$ cat src/rtl/datapath_pkg.sv
// Shared encodings for the 4-bit x/y datapath and its microcoded sequencer.
package datapath_pkg;

  localparam logic [3:0] OP_NOP  = 4'h0;
  localparam logic [3:0] OP_LDY  = 4'h1;
  localparam logic [3:0] OP_MOVX = 4'h2;
  localparam logic [3:0] OP_NOTX = 4'h3;
  localparam logic [3:0] OP_ADDX = 4'h4;
  localparam logic [3:0] OP_JMP  = 4'h8;
  localparam logic [3:0] OP_JNZ  = 4'h9;
  localparam logic [3:0] OP_JZ   = 4'hA;
  localparam logic [3:0] OP_HALT = 4'hF;

  localparam logic [1:0] ALU_NONE  = 2'd0;
  localparam logic [1:0] ALU_NOT   = 2'd1;
  localparam logic [1:0] ALU_ADD   = 2'd2;
  localparam logic [1:0] ALU_PASSY = 2'd3;

  typedef enum logic [1:0] {
    ST_IDLE  = 2'd0,
    ST_FETCH = 2'd1,
    ST_EXEC  = 2'd2
  } state_t;

endpackage

$ cat src/rtl/seq_decode.sv
// Combinational instruction decoder: control word, branch decision and
// halt/illegal classification for the instruction currently in EXEC.
module seq_decode
  import datapath_pkg::*;
(
  input  logic       exec,
  input  logic [7:0] ir,
  input  logic       zero,
  output logic [3:0] imm,
  output logic [1:0] op_sel,
  output logic       en_x,
  output logic       en_y,
  output logic       y_sel,
  output logic       branch_taken,
  output logic       halt,
  output logic       illegal
);

  logic [3:0] opcode;
  assign opcode = ir[7:4];

  always_comb begin
    imm          = 4'd0;
    op_sel       = ALU_NONE;
    en_x         = 1'b0;
    en_y         = 1'b0;
    y_sel        = 1'b0;
    branch_taken = 1'b0;
    halt         = 1'b0;
    illegal      = 1'b0;
    if (exec) begin
      case (opcode)
        OP_NOP: ;
        OP_LDY: begin
          y_sel = 1'b1;
          en_y  = 1'b1;
          imm   = ir[3:0];
        end
        OP_MOVX: begin
          op_sel = ALU_PASSY;
          en_x   = 1'b1;
        end
        OP_NOTX: begin
          op_sel = ALU_NOT;
          en_x   = 1'b1;
        end
        OP_ADDX: begin
          op_sel = ALU_ADD;
          en_x   = 1'b1;
        end
        OP_JMP:  branch_taken = 1'b1;
        OP_JNZ:  branch_taken = ~zero;
        OP_JZ:   branch_taken = zero;
        OP_HALT: halt = 1'b1;
        default: illegal = 1'b1;
      endcase
    end
  end

endmodule

$ cat src/rtl/datapath_seq.sv
// Microcoded sequencer: 16-entry program RAM, FETCH/EXEC loop with zero-flag
// branches, a step-limit watchdog and a start/busy/done handshake.
module datapath_seq
  import datapath_pkg::*;
#(
  parameter int unsigned MAX_STEPS = 255
) (
  input  logic       clk,
  input  logic       rst,
  input  logic       start,
  input  logic       prog_we,
  input  logic [3:0] prog_addr,
  input  logic [7:0] prog_data,
  input  logic       zero,
  output logic       busy,
  output logic       done,
  output logic       err,
  output logic [3:0] pc,
  output logic [3:0] imm,
  output logic [1:0] op_sel,
  output logic       en_x,
  output logic       en_y,
  output logic       y_sel
);

  localparam logic [7:0] STEP_LIMIT = 8'(MAX_STEPS);

  logic [7:0] prog_ram [16];
  state_t     state;
  logic [7:0] ir;
  logic [7:0] steps;
  logic       exec;
  logic       branch_taken;
  logic       halt;
  logic       illegal;

  assign exec = (state == ST_EXEC);
  assign busy = (state != ST_IDLE);

  seq_decode u_decode (
    .exec         (exec),
    .ir           (ir),
    .zero         (zero),
    .imm          (imm),
    .op_sel       (op_sel),
    .en_x         (en_x),
    .en_y         (en_y),
    .y_sel        (y_sel),
    .branch_taken (branch_taken),
    .halt         (halt),
    .illegal      (illegal)
  );

  // Program RAM is writable only while idle; contents survive reset.
  always_ff @(posedge clk) begin
    if (!rst && prog_we && state == ST_IDLE) begin
      prog_ram[prog_addr] <= prog_data;
    end
  end

  always_ff @(posedge clk) begin
    if (rst) begin
      state <= ST_IDLE;
      pc    <= 4'd0;
      ir    <= 8'd0;
      steps <= 8'd0;
      done  <= 1'b0;
      err   <= 1'b0;
    end else begin
      done <= 1'b0;
      case (state)
        ST_IDLE: begin
          if (start) begin
            state <= ST_FETCH;
            pc    <= 4'd0;
            steps <= 8'd0;
            err   <= 1'b0;
          end
        end
        ST_FETCH: begin
          ir <= prog_ram[pc];
          // Watchdog: the limit is checked before the next instruction runs.
          if (steps == STEP_LIMIT) begin
            err   <= 1'b1;
            done  <= 1'b1;
            state <= ST_IDLE;
          end else begin
            state <= ST_EXEC;
          end
        end
        ST_EXEC: begin
          if (halt || illegal) begin
            if (illegal) begin
              err <= 1'b1;
            end
            done  <= 1'b1;
            state <= ST_IDLE;
          end else begin
            steps <= steps + 8'd1;
            pc    <= branch_taken ? ir[3:0] : pc + 4'd1;
            state <= ST_FETCH;
          end
        end
        default: state <= ST_IDLE;
      endcase
    end
  end

endmodule
$ cat config.mk
export PLATFORM = sky130hd
export DESIGN_NAME = datapath_seq
export DESIGN_NICKNAME = d
export VERILOG_FILES = /design/src/rtl/datapath_pkg.sv /design/src/rtl/seq_decode.sv /design/src/rtl/datapath_seq.sv
export SDC_FILE = /design/constraint.sdc
export NUM_CORES = 1
export LEC_CHECK = 0
export CORE_AREA = 2 2 88 132
export DETAILED_ROUTE_END_ITERATION = 6
export DIE_AREA = 0 0 90 134
export MAX_ROUTING_LAYER = met4
export PLACE_DENSITY = 0.77
export SYNTH_ARGS = -nofsm -noshare
export SYNTH_HDL_FRONTEND = slang
export SYNTH_HIERARCHICAL = 1
export SYNTH_SLANG_ARGS = --single-unit
$ cat constraint.sdc
create_clock -name clk -period 2.6 [get_ports clk]
set_input_delay 0.26 -clock clk [delete_from_list [all_inputs] [get_ports clk]]
set_output_delay 0.26 -clock clk [all_outputs]
set_load 0.02 [all_outputs]
==> flow_metrics.py <==
metrics = {
    "layout": {
        "drive_above_1_share_pct": 23.3,
        "syn2layout_area_growth_pct": 19.6,
        "multi_input_area_sq_um": 1890,
        "nFillCells": 786,
        "final_common_cell": "edfxtp_1",
        "diodes": 0,
        "mostFrequentLayoutCells": "edfxtp_1, clkdlybuf4s50_1, buf_4",
        "layout.nets": 494,
        "stdcell_count": 631,
        "seqCellArea_sq_um": 4330,
    },
    "grt": {
        "grt_pass1_vias": 3720,
        "grt.met3_usage_pct": 4.94,
        "gr-total-overflow": 0,
        "globalRouteMet1Util_pct": 28.4,
        "grt_pass1_wl_um": 20500,
        "grt_max_degree": 24,
        "antenna_found_initial": 0,
        "grt_util_all_layers_pct": 23.4,
        "use_met2_pct": 38.8,
        "gr-max-usage-layer": "met2",
    },
    "clocking": {
        "clock_latency_ns": 0.42,
        "cts_tree": "done",
        "clockBufferDepth": 2,
        "hold_buffers": 0,
        "clk_pin_slew_worst_paths_ns": 0.06,
        "cts_buffers": 17,
        "cts_root_buf": "clkbuf_16",
        "cts_setup_buffers": 0,
        "htreeDepth": 4,
        "clkSinkCount": 152,
    },
    "synthesis": {
        "avgSynthCellArea_sq_um": 15.6,
        "syn_area_sq_um": 6330,
        "synthSimpleGateAreaFrac_pct": 9.15,
        "synthXorXnorAreaFrac_pct": 0.968,
        "synth_top_family_by_area": "multiplexers",
        "synth_edf_count": 128,
        "muxShareOfSynthArea_pct": 12.1,
        "ys_seq_elements": 152,
        "synthCells": 405,
        "synth-compound-area-share_pct": 6.30,
        "synth.distinct_cells": 47,
        "synthesis.nets": 428,
        "async_reset_ff_share_pct": 0,
        "synth_ff_type": "edfxtp_1",
        "ys_seq_area_share_pct": 68.3,
        "synth_fa_ha_area_share_pct": 1.19,
        "yosysWarningCount": 6,
    },
    "critical_path": {
        "critPathArrivalTime_ns": 2.15,
        "required_ns": 2.34,
        "r2r-start": "state[0]",
        "cp_max_fo": 13,
        "crit_path_start": "state[0]",
        "worstSetupEndpointType": "output port",
        "path_class": "reg2out",
        "cp-start-kind": "flip-flop",
    },
    "pwr": {
        "leakage_nw": 2.41,
        "ir_drop_v": 0.000517,
        "clockPowerShare_pct": 44.5,
        "internal_power_mw": 4.10,
        "comb_power_share_pct": 4.3,
        "power_density_nw_per_um2": 694,
        "p_sw_mw": 1.16,
        "power_frac_seq_pct": 51.2,
        "total_power_mw": 5.26,
        "switching_share_pct": 22.0,
    },
    "drt": {
        "first_pass_iters": 4,
        "ant_nets": 0,
        "routed_wl_um": 12900,
        "wl_per_cell_um": 20.4,
        "num_vias": 3731,
        "vias_per_cell": 5.91,
        "drt-initial-drc-count": 240,
        "drc": 0,
    },
    "placed_design": {
        "place_hpwl_um": 8460,
        "gp_congestion": 0.925,
        "dp.cells": 599,
        "portBuffers": 32,
    },
    "worst_hold_path": {
        "hp-start": "err",
        "holdCritPathClass": "reg2reg",
    },
    "die": {
        "rows": 47,
        "die-area_sq_um": 12100,
        "initial_core_util_pct": 57.9,
        "fp.coreArea_sq_um": 10900,
        "die_w_um": 90,
        "io_pins": 33,
        "die_y_um": 134,
    },
    "sta": {
        "finalHoldViolCount": 0,
        "setup_viol": 0,
        "fmax_mhz": 414,
        "worst_pin_slew_ns": 0.967,
        "fin_crit_ns": 2.41,
        "rsz0062_at_grt": "false",
        "period_share_pct": 92.8,
        "fin_tns_setup_ns": 0,
        "worst_clock_skew_ns": 0.0141,
        "final_max_slew_viol_count": 0,
        "maxSlewHeadroom_pct": 35.4,
    },
    "job": {
        "max-cap-violations": 0,
    },
    "outcome": {
        "status": "completed",
    },
}
-- per-layer routing --
layer,vias to the layer above,part of all wire [%],wire [um]
met5,-,0,0
met4,0,2.3,291
met3,21,4.0,513
met2,109,52,6720
met1,1878,42,5350
li1,1723,-,-
-- critical path, stage by stage, from the launching register on --
cell             delay [ns]
dfxtp_1                0.35
inv_1                  0.10
ha_2                   0.30
nand2b_2               0.17
nor3_1                 0.19
clkdlybuf4s50_1        0.62
-- sequential cells by signal, summed over array words and instances (netlist names) --
register / count
steps: 8
state: 2
err: 1
ir: 8
pc: 4
done: 1
prog_ram: 128
-- Yosys cell counts (3+ instances only) --
master	count	area (sq um)
a2111oi_0	8	70.1
a211oi_1	8	60.1
a21oi_1	9	45.0
a221o_1	8	80.1
buf_2	7	35.0
clkbuf_1	6	22.5
dfxtp_1	24	480
edfxtp_1	128	3840
ha_1	6	75.1
inv_1	10	37.5
mux2_2	25	282
mux2i_1	11	110
mux4_1	4	105
mux4_2	12	270
nand2_1	17	63.8
nand2b_1	9	56.3
nand3_1	4	20.0
nand4_1	3	18.8
nor2_1	27	101
nor2b_1	11	68.8
nor3_1	9	45.0
nor3_2	4	40.0
nor4_1	4	25.0
o21ai_0	7	35.0
o22ai_1	8	50.1
or3_1	4	25.0
or3b_2	3	26.3
xnor2_1	7	61.3
-- worst paths after layout --
kind	cells after the start	slack, ns	endpoint
hold reg to reg	2	0.50	err
setup reg to reg	7	0.41	pc[3]
setup / recovery	5	0.19	op_sel[1]
hold / removal	2	0.50	err
-- power groups by stage --
stage               Clock (mW)  Combinational (mW)  Sequential [mW]
global placement             0               0.214             2.74
CTS                       2.38               0.226             2.69
detailed placement           0               0.223             2.74
finish                    2.34               0.225             2.69
global route              2.47               0.247             2.69
floorplan                    0               0.113             2.74
-- metrics by stage --
| stage | setup slack [ns] | util (%) | hold slack (ns) | instance area (sq um) |
|---|---|---|---|---|
| after floorplan | 0.347 | - | 0.359 | 6330 |
| after global placement | 0.255 | 64.0 | 0.473 | 7000 |
| after detailed placement | 0.266 | 64.0 | 0.501 | 7000 |
| after CTS | 0.0861 | 69.2 | 0.509 | 7570 |
| after global routing | 0.0218 | 69.2 | 0.532 | 7570 |
| final | 0.187 | 69.2 | 0.500 | 7570 |
-- area by class of cell --
class / count / area share [%]
flip-flops and latches: 152 / 57.1
multi-input cells: 226 / 24.9
repair buffers: 64 / 7.57
clock buffers: 18 / 5.67
well taps: 147 / 2.43
clock inverters: 14 / 1.82
inverters: 10 / 0.496
-- kinds of logic (layout without fill, tap and decap cells) --
logic type                 count (synthesis)  in the layout
AOI/OAI and AO/OA                         55             55
adders and majority gates                  6              6
buffers and inverters                     27            106
DFF                                      152            152
muxes                                     52             52
and+or+nand+nor                          106            106
xor gates and xnor gates                   7              7
-- repair_timing --
action,CTS,global route
endpoints found under the setup margin,3,5
gates resized for setup,1,1
hold endpoints to repair,0,0
No activity file was read; power rests on OpenSTA's default activity.
